==> config.mk <==
export PLATFORM = sky130hd
export DESIGN_NAME = instruction_fetch_flat
export DESIGN_NICKNAME = d
export VERILOG_FILES = /design/src/rtl/instruction_fetch_if.sv /design/src/rtl/instruction_fetch.sv /design/src/flat_wrapper.sv
export SDC_FILE = /design/constraint.sdc
export NUM_CORES = 1
export LEC_CHECK = 0
export ABC_AREA = 1
export ABC_CLOCK_PERIOD_IN_PS = 1700
export BUFFER_PORTS_ARGS = -buffer_cell sky130_fd_sc_hd__buf_2
export CORE_MARGIN = 10
export CORE_UTILIZATION = 47
export CTS_CLUSTER_SIZE = 8
export DETAILED_ROUTE_END_ITERATION = 10
export PLACE_DENSITY_LB_ADDON = 0.25
export SYNTH_ARGS = -nofsm -noshare
export SYNTH_HDL_FRONTEND = slang
export SYNTH_SLANG_ARGS = --single-unit
==> constraint.sdc <==
create_clock -name clk -period 1.7 [get_ports clk]
set_input_delay 0.255 -clock clk [delete_from_list [all_inputs] [get_ports clk]]
set_output_delay 0.255 -clock clk [all_outputs]
set_load 0.05 [all_outputs]
==> src/rtl/instruction_fetch_if.sv <==
// Fetch-side bundle: memory index/data, control, and decode handshake.
// The fetch unit uses master; the memory/decode/testbench side uses slave.
interface instruction_fetch_if #(
  parameter int ADDR_W  = 3,
  parameter int INSTR_W = 12
);
  logic               start;
  logic               stop;
  logic [ADDR_W-1:0]  mem_index;
  logic [INSTR_W-1:0] mem_data;
  logic               branch_valid;
  logic [ADDR_W-1:0]  branch_target;
  logic               instr_valid;
  logic [INSTR_W-1:0] instr;
  logic [ADDR_W-1:0]  instr_pc;
  logic               instr_ready;
  logic               busy;

  modport master (
    input  start, stop, mem_data,
    input  branch_valid, branch_target,
    input  instr_ready,
    output mem_index, instr_valid,
    output instr, instr_pc, busy
  );

  modport slave (
    output start, stop, mem_data,
    output branch_valid, branch_target,
    output instr_ready,
    input  mem_index, instr_valid,
    input  instr, instr_pc, busy
  );
endinterface

==> src/rtl/instruction_fetch.sv <==
// Instruction fetch: PC-driven memory read, one-entry output slot.
// Define IFETCH_WRAP_EN to wrap past the last address instead of stopping.
module instruction_fetch #(
  parameter int ADDR_W  = 3,
  parameter int INSTR_W = 12
) (
  input  logic clk,
  input  logic reset,
  instruction_fetch_if.master bus
);
  localparam int DEPTH = 2 ** ADDR_W;

  typedef enum logic [1:0] {
    S_IDLE,
    S_FETCH,
    S_DONE
  } state_t;

  state_t             r_state;
  logic [ADDR_W-1:0]  r_pc;
  logic [INSTR_W-1:0] r_instr;
  logic [ADDR_W-1:0]  r_instr_pc;
  logic               r_valid;
  logic               r_busy;

  logic               w_free;
  logic [ADDR_W-1:0]  w_pc_inc;
  logic               w_last;

  assign w_free   = !r_valid || bus.instr_ready;
  assign w_pc_inc = ADDR_W'((int'(r_pc) + 1) % DEPTH);
  assign w_last   = (int'(r_pc) == DEPTH - 1);

  always_ff @(posedge clk or negedge reset) begin
    if (!reset) begin
      r_state    <= S_IDLE;
      r_pc       <= '0;
      r_instr    <= '0;
      r_instr_pc <= '0;
      r_valid    <= 1'b0;
      r_busy     <= 1'b0;
    end else if (bus.stop) begin
      r_state <= S_IDLE;
      r_pc    <= '0;
      r_valid <= 1'b0;
      r_busy  <= 1'b0;
    end else if (bus.branch_valid &&
                 r_state != S_IDLE) begin
      // Redirect flushes the slot even if decode accepted it.
      r_state <= S_FETCH;
      r_pc    <= bus.branch_target;
      r_valid <= 1'b0;
      r_busy  <= 1'b1;
    end else if (bus.start &&
                 r_state != S_FETCH) begin
      r_state <= S_FETCH;
      r_pc    <= '0;
      r_busy  <= 1'b1;
      if (w_free) r_valid <= 1'b0;
    end else if (r_state == S_FETCH && w_free) begin
      r_instr    <= bus.mem_data;
      r_instr_pc <= r_pc;
      r_valid    <= 1'b1;
      r_pc       <= w_pc_inc;
`ifndef IFETCH_WRAP_EN
      if (w_last) begin
        r_state <= S_DONE;
        r_busy  <= 1'b0;
      end
`endif
    end else if (w_free) begin
      r_valid <= 1'b0;
    end
  end

`ifdef IFETCH_WRAP_EN
  logic w_unused;
  assign w_unused = w_last;
`endif

  assign bus.mem_index   = r_pc;
  assign bus.instr       = r_instr;
  assign bus.instr_pc    = r_instr_pc;
  assign bus.instr_valid = r_valid;
  assign bus.busy        = r_busy;
endmodule

==> src/flat_wrapper.sv <==
// flat-port wrapper written by rule: the top's interface ports become plain ports
module instruction_fetch_flat 
#(
  parameter int ADDR_W  = 3,
  parameter int INSTR_W = 12
)
  (clk, reset, bus_start, bus_stop, bus_mem_data, bus_branch_valid, bus_branch_target, bus_instr_ready, bus_mem_index, bus_instr_valid, bus_instr, bus_instr_pc, bus_busy);
  instruction_fetch_if #(.ADDR_W(ADDR_W), .INSTR_W(INSTR_W)) bus_i ();
  input  logic clk;
  input  logic reset;
  input wire logic [$bits(bus_i.start)-1:0] bus_start;
  input wire logic [$bits(bus_i.stop)-1:0] bus_stop;
  input wire logic [$bits(bus_i.mem_data)-1:0] bus_mem_data;
  input wire logic [$bits(bus_i.branch_valid)-1:0] bus_branch_valid;
  input wire logic [$bits(bus_i.branch_target)-1:0] bus_branch_target;
  input wire logic [$bits(bus_i.instr_ready)-1:0] bus_instr_ready;
  output wire logic [$bits(bus_i.mem_index)-1:0] bus_mem_index;
  output wire logic [$bits(bus_i.instr_valid)-1:0] bus_instr_valid;
  output wire logic [$bits(bus_i.instr)-1:0] bus_instr;
  output wire logic [$bits(bus_i.instr_pc)-1:0] bus_instr_pc;
  output wire logic [$bits(bus_i.busy)-1:0] bus_busy;
  assign bus_i.start = bus_start;
  assign bus_i.stop = bus_stop;
  assign bus_i.mem_data = bus_mem_data;
  assign bus_i.branch_valid = bus_branch_valid;
  assign bus_i.branch_target = bus_branch_target;
  assign bus_i.instr_ready = bus_instr_ready;
  assign bus_mem_index = bus_i.mem_index;
  assign bus_instr_valid = bus_i.instr_valid;
  assign bus_instr = bus_i.instr;
  assign bus_instr_pc = bus_i.instr_pc;
  assign bus_busy = bus_i.busy;
  instruction_fetch #(.ADDR_W(ADDR_W), .INSTR_W(INSTR_W)) u_core (.clk(clk), .reset(reset), .bus(bus_i));
endmodule
==> results of run 1 <==
[cell families (layout without fill, tap and decap cells)]
kind of cell,Yosys count,in the layout,synth area share
simple gates,63,63,0.309
buf+inv,11,53,0.0579
compound gates,20,20,0.103
fa+ha+maj,2,2,0.0241
flops,21,21,0.507
[sequential cells by signal, indices dropped and copies added (netlist names)]
name,count
u_core.bus.busy,1
u_core.bus.instr,12
u_core.bus.instr_pc,3
u_core.bus.instr_valid,1
u_core.bus.mem_index,3
u_core.r_state,1
[what timing repair did]
item	CTS	global route
hold endpoints to repair	21	0
hold buffers	1	0
setup buffers	0	0
[per-layer routing]
metal,wire length (microns),part of all wire
met5,0,0
met4,29,0.012
met3,245,0.099
met2,1140,0.46
met1,1060,0.43
[cells in the mapped netlist (all sizes together)]
master / number / area share
a21oi: 3 / 0.014
nor2: 6 / 0.045
nand3: 5 / 0.024
nand2: 51 / 0.23
o21ai: 16 / 0.081
dfrtp: 21 / 0.51
nand3b: 1 / 0.0072
inv: 7 / 0.025
buf: 3 / 0.029
ha: 2 / 0.024
clkinv: 1 / 0.0036
a211oi: 1 / 0.0072
[power by group through the flow]
stage / logic (uW) / registers (uW) / clock network (uW)
2_1_floorplan: 176 / 1080 / 0
3_3_place_gp: 765 / 681 / 0
3_5_place_dp: 773 / 685 / 0
4_1_cts: 777 / 675 / 256
5_1_grt: 823 / 694 / 270
6_report: 765 / 674 / 238
[worst reg2reg max path, stage by stage (launching register included)]
cell	delay (ns)
dfrtp_1	0.46
o21ai_2	0.27
nand2_4	0.20
inv_2	0.12
nand2_1	0.12
nand3_1	0.12
nand2_1	0.06
[cell type report]
cell class / instances / area [sq um] / area share
clock buffers: 4 / 26.3 / 0.0206
inverters: 8 / 30.0 / 0.0235
multi-input cells: 85 / 452 / 0.354
flip-flops and latches: 21 / 526 / 0.411
well taps: 27 / 33.8 / 0.0264
repair buffers: 41 / 210 / 0.165
[how the worst max path moves through the flow]
stage | startpoint | end
after detailed placement | u_core.bus.busy | u_core.bus.instr_pc[1]
final | u_core.bus.busy | u_core.bus.mem_index[0]
after global placement | u_core.bus.busy | u_core.bus.instr[10]
after CTS | u_core.bus.busy | u_core.bus.instr[10]
after floorplan | u_core.bus.busy | u_core.bus.instr[11]
after global routing | u_core.bus.busy | u_core.bus.mem_index[0]
[per-stage QoR]
stage | hold WS [ns] | std cells | utilization | power [uW]
6_report | 0.143 | 186 | 0.632 | 1680
5_1_grt | 0.141 | 186 | 0.632 | 1790
4_1_cts | 0.130 | 186 | 0.632 | 1710
3_5_place_dp | 0.240 | 181 | 0.614 | 1460
3_3_place_gp | 0.231 | 181 | 0.614 | 1450
2_1_floorplan | -0.0406 | 117 | - | 1260
==> results.txt, run 1 <==
Sink Count = 21
Actual transition at the worst max-transition pin = 0.469 ns
Top Usage Layer GRT = met2
Psw = 807 uW
Met1 Use GR = 0.138
Reg2Reg Setup Slack = 0.26 ns
Yosys warnings = 0
Slowest-stage cell, CP = dfrtp_1
Detailed Place HPWL = 1910 microns
Total congestion overflow = 0
Startpoint types = flop
First-pass GRT wire length = 4200 microns
Pint = 869 uW
TritonCTS clock tree = built
Largest net degree at the start of global routing = 22
Pwr per Cell Area = 1310 nW/um^2
Setup CP Type = flop to flop
Total of max-cap violations = 0
Hold Path Sink = u_core.bus.instr[0]
Crit path depth = 6
CP required = 1.90 ns
Worst slack at placement = 0.261 ns
Mapped Area = 1040 sq um
Row count = 16
Most frequent cells in the layout = buf_2, nand2_1, dfrtp_1
Comb power frac = 0.456
Fin worst setup slack = 0.255 ns
Antenna Nets Post-Route = 0
Pleak = 0.000737 uW
Crit path buf inv count = 1
CTS clk-pin slew, worst paths = 0.11 ns
Worst hold stages = 3
Clk root buf = clkbuf_4
Clk_lat worst skew = 0.30 ns
Die footprint = 4490 sq um
Family with the most delay on the worst path = simple AND/OR/NAND/NOR gates
Worst path cell trace = o21ai_2 > nand2_4 > inv_2 > nand2_1 > nand3_1 > nand2_1
Vias in the first global route = 892
Min Tclk post-route = 1.44 ns
Clock power share = 0.142
Final Setup Violations = 0
Largest stage delay on the critical path = 0.46 ns
Final Cycle Share = 0.850
Netlist cell types = 19
Final instance area = 1280 sq um
Vert. Die Dim = 67.0 microns
Share of cells above drive strength 1 = 0.396
Fin. max-slew vios = 0
Max H-tree Level = 1
TritonCTS buffer count = 3
Global-route met2 utilization = 0.184
Final hold violation count = 0
R2R cell count = 6
#FFs+latches synth = 21
Clk buf depth = 2
Dpl cell area = 1240 sq um
Initial Utilization = 0.513
Ant. Diodes = 0
Max_slew headroom = 0.688
WP data arrival = 1.65 ns
Post-Route WL = 2480 microns
Fmax = 692 MHz
R2R Path Start = u_core.bus.busy
Syn Inst Count = 117
DRT iter0 DRCs = 28
Drt drc = 0
Via count = 892
# nets final = 183
Area delta synth->final = 23.2%
Crit. End Element = flop
Setup TNS = 0 ns
RSZ-0062 raised after global routing = false
Worst-path fanout max = 17
Sequential share of the synthesized area = 0.507
Switching share of total power = 0.481
Reg2reg end = u_core.bus.mem_index[0]
PostCTS Resize Cnt = 0
Max VDD drop = 0.942 mV
Fillcell total = 195
Avg WL per Cell = 13.3 microns
Clk_skew = 0.00159 ns
Worst hold path class = input pin to flop
Post-Syn Area per Cell = 8.87 sq um
Mapped Nets = 140
HP Start = bus_mem_data[0]
Via density = 4.80
Drt pass-1 iters = 4
Sequential Power Share = 0.402
Die W = 67.0 microns
Most common cell after layout, fill and taps aside = buf_2
Initial antenna violation count = 0
Met3 Use GR = 0.0502
Total track usage = 0.117
Core area = 2020 sq um
Status = complete, no violations
RePlAce Congestion = 0.768
CP dominant cell by count = nand2_1
I/O Pins = 41
PortBufs = 40
Note: power is estimated with default switching activity, not from simulation.
==> inputs of run 2 (changes only) <==
--- a/config.mk
+++ b/config.mk
@@ -6,7 +6,7 @@
 export NUM_CORES = 1
 export LEC_CHECK = 0
 export ABC_AREA = 1
-export ABC_CLOCK_PERIOD_IN_PS = 1700
+export ABC_CLOCK_PERIOD_IN_PS = 1400
 export BUFFER_PORTS_ARGS = -buffer_cell sky130_fd_sc_hd__buf_2
 export CORE_MARGIN = 10
 export CORE_UTILIZATION = 47
==> constraint.sdc (replaced) <==
create_clock -name clk -period 1.4 [get_ports clk]
set_input_delay 0.21 -clock clk [delete_from_list [all_inputs] [get_ports clk]]
set_output_delay 0.21 -clock clk [all_outputs]
set_load 0.05 [all_outputs]
==> run 2 against run 1 <==
  * Maximum frequency grew 5.6%
  * Sequential share of layout area decreased by 5.2 points
  * Final cell count up 7.0%
  * Register-to-register slack got worse by 0.22 ns
  * Cell area is 15% higher
  * Worst setup slack worse by 0.22 ns
  * Worst hold slack worse by 0.052 ns
  * Die area unchanged
  * Global-route usage is 0.098 points lower
  * Core utilization is 9.8 points higher
  * Critical path type unchanged
==> results.txt, run 2 (synthesis gave the netlist of run 1 again) <==
Initial Utilization = 0.513 (unchanged)
Fin worst setup slack = 0.0322 ns (was 0.255 ns)
Total track usage = 0.116 (was 0.117)
Crit. End Element = flop (unchanged)
Switching share of total power = 0.482 (was 0.481)
Area delta synth->final = 42.2% (was 23.2%)
Ant. Diodes = 0 (unchanged)
Vias in the first global route = 959 (was 892)
Actual transition at the worst max-transition pin = 0.471 ns (was 0.469 ns)
Drt drc = 0 (unchanged)
Clk root buf = clkbuf_4 (unchanged)
R2R Path Start = u_core.r_state[1] (was u_core.bus.busy)
Setup TNS = 0 ns (unchanged)
Max FFs per register = 12 (unchanged)
TritonCTS clock tree = built (unchanged)
Final Core Density = 0.730 (was 0.632)
Clk buf depth = 2 (unchanged)
Fmax = 731 MHz (was 692 MHz)
Die footprint = 4490 sq um (unchanged)
Status = complete, no violations (unchanged)
Fin Hold WS = 0.0912 ns (was 0.143 ns)
Largest net degree at the start of global routing = 22 (unchanged)
I/O Pins = 41 (unchanged)
# nets final = 196 (was 183)
Fin cells = 199 (was 186)
Pint = 1110 uW (was 869 uW)
Worst-path fanout max = 6 (was 17)
R2R cell count = 8 (was 6)
Row count = 16 (unchanged)
First-pass GRT wire length = 4200 microns (unchanged)
Initial antenna violation count = 0 (unchanged)
HP Start = bus_mem_data[0] (unchanged)
Hold Path Sink = u_core.bus.instr[0] (unchanged)
Detailed Place HPWL = 2020 microns (was 1910 microns)
Die W = 67.0 microns (unchanged)
Worst hold stages = 3 (unchanged)
Worst hold path class = input pin to flop (unchanged)
Setup CP Type = flop to flop (unchanged)
Clk_skew = 0.00251 ns (was 0.00159 ns)
Most frequent cells in the layout = buf_2, nand2_1, dfrtp_1 (unchanged)
Min Tclk post-route = 1.37 ns (was 1.44 ns)
CTS clk-pin slew, worst paths = 0.12 ns (was 0.11 ns)
Critical Path Start = u_core.r_state[1] (was u_core.bus.busy)
Dpl cells = 183 (was 181)
Drt pass-1 iters = 6 (was 4)
Pwr per Cell Area = 1460 nW/um^2 (was 1310 nW/um^2)
TritonCTS buffer count = 3 (unchanged)
Reg2reg end = u_core.bus.instr[8] (was u_core.bus.mem_index[0])
Psw = 1040 uW (was 807 uW)
Share of cells above drive strength 1 = 0.488 (was 0.396)
Sink Count = 21 (unchanged)
Worst slack at placement = 0.0222 ns (was 0.261 ns)
Final Setup Violations = 0 (unchanged)
Antenna Nets Post-Route = 0 (unchanged)
Final hold violation count = 0 (unchanged)
Vert. Die Dim = 67.0 microns (unchanged)
Sequential Power Share = 0.386 (was 0.402)
Total of max-cap violations = 0 (unchanged)
RePlAce Congestion = 0.765 (was 0.768)
Avg WL per Cell = 14.5 microns (was 13.3 microns)
Total congestion overflow = 0 (unchanged)
Via density = 4.85 (was 4.80)
Max_slew headroom = 0.686 (was 0.688)
Via count = 966 (was 892)
Startpoint types = flop (unchanged)
Clock power share = 0.138 (was 0.142)
Reg2Reg Setup Slack = 0.03 ns (was 0.26 ns)
Max VDD drop = 0.914 mV (was 0.942 mV)
Fillcell total = 147 (was 195)
Most common cell after layout, fill and taps aside = buf_2 (unchanged)
Final Cycle Share = 0.977 (was 0.850)
Max H-tree Level = 1 (unchanged)
CP required = 1.65 ns (was 1.90 ns)
Clk_lat worst skew = 0.30 ns (about the same)
DRT iter0 DRCs = 30 (was 28)
WP data arrival = 1.62 ns (was 1.65 ns)
PortBufs = 40 (unchanged)
Pleak = 0.000815 uW (was 0.000737 uW)
Fin. max-slew vios = 0 (unchanged)
Core area = 2020 sq um (unchanged)
Post-Route WL = 2890 microns (was 2480 microns)
Comb power frac = 0.476 (was 0.456)
## run 2: per-stage QoR
step	area [sq um]	power (uW)
detailed placement	1260	1790
global placement	1260	1770
global route	1480	2270
finish	1480	2150
CTS	1310	2090
floorplan	1040	1530
## run 2: power by group through the flow
stage	sequential [uW]	clock, uW	combinational [uW]
3_3_place_gp	829	0	938
3_5_place_dp	835	0	951
4_1_cts	823	305	958
2_1_floorplan	1320	0	214
5_1_grt	852	323	1090
6_report	830	297	1020
## run 2: worst max-delay path: stages (launching register included)
cell and delay, ns:
dfrtp_1 0.46, inv_2 0.10, nand2_4 0.07, nor2_4 0.17
nand2_8 0.11, nor2_8 0.16, buf_4 0.14, nand2_2 0.04
nand2_1 0.06
## run 2: how the worst max path moves through the flow
stage / slack [ns] / endpoint / depth (start not counted)
2_1_floorplan: 0.003 / u_core.bus.instr[11] / 6
3_3_place_gp: 0.08 / u_core.bus.instr[10] / 7
3_5_place_dp: 0.02 / u_core.bus.instr[9] / 7
4_1_cts: 0.02 / u_core.bus.instr_pc[1] / 7
5_1_grt: -0.05 / u_core.bus.instr_pc[2] / 8
6_report: 0.03 / u_core.bus.instr[8] / 8
## run 2: cell type report
| class | count | area, sq um | area share |
|---|---|---|---|
| sequential | 21 | 531 | 0.360 |
| multi-input combinational | 85 | 492 | 0.333 |
| timing repair buffer | 54 | 362 | 0.245 |
| clock inverter | 1 | 5.00 | 0.00339 |
| clock buffer | 3 | 22.5 | 0.0153 |
| tap | 27 | 33.8 | 0.0229 |
| inverter | 8 | 30.0 | 0.0204 |
## run 2: repair_timing
| action | 4_1_cts | 5_1_grt |
|---|---|---|
| endpoints found under the setup margin | 1 | 18 |
| buffers inserted | 0 | 11 |
| gates resized for setup | 1 | 10 |
| endpoints found under the hold margin | 21 | 0 |
| hold buffers | 1 | 0 |
| pin swaps | 1 | 3 |
## run 2: layer usage
metal	GRT usage	up-vias	wire [microns]
met5	0	-	0
met4	0.0385	0	72
met3	0.0401	9	214
met2	0.197	31	1430
met1	0.133	440	1170
li1	-	486	-
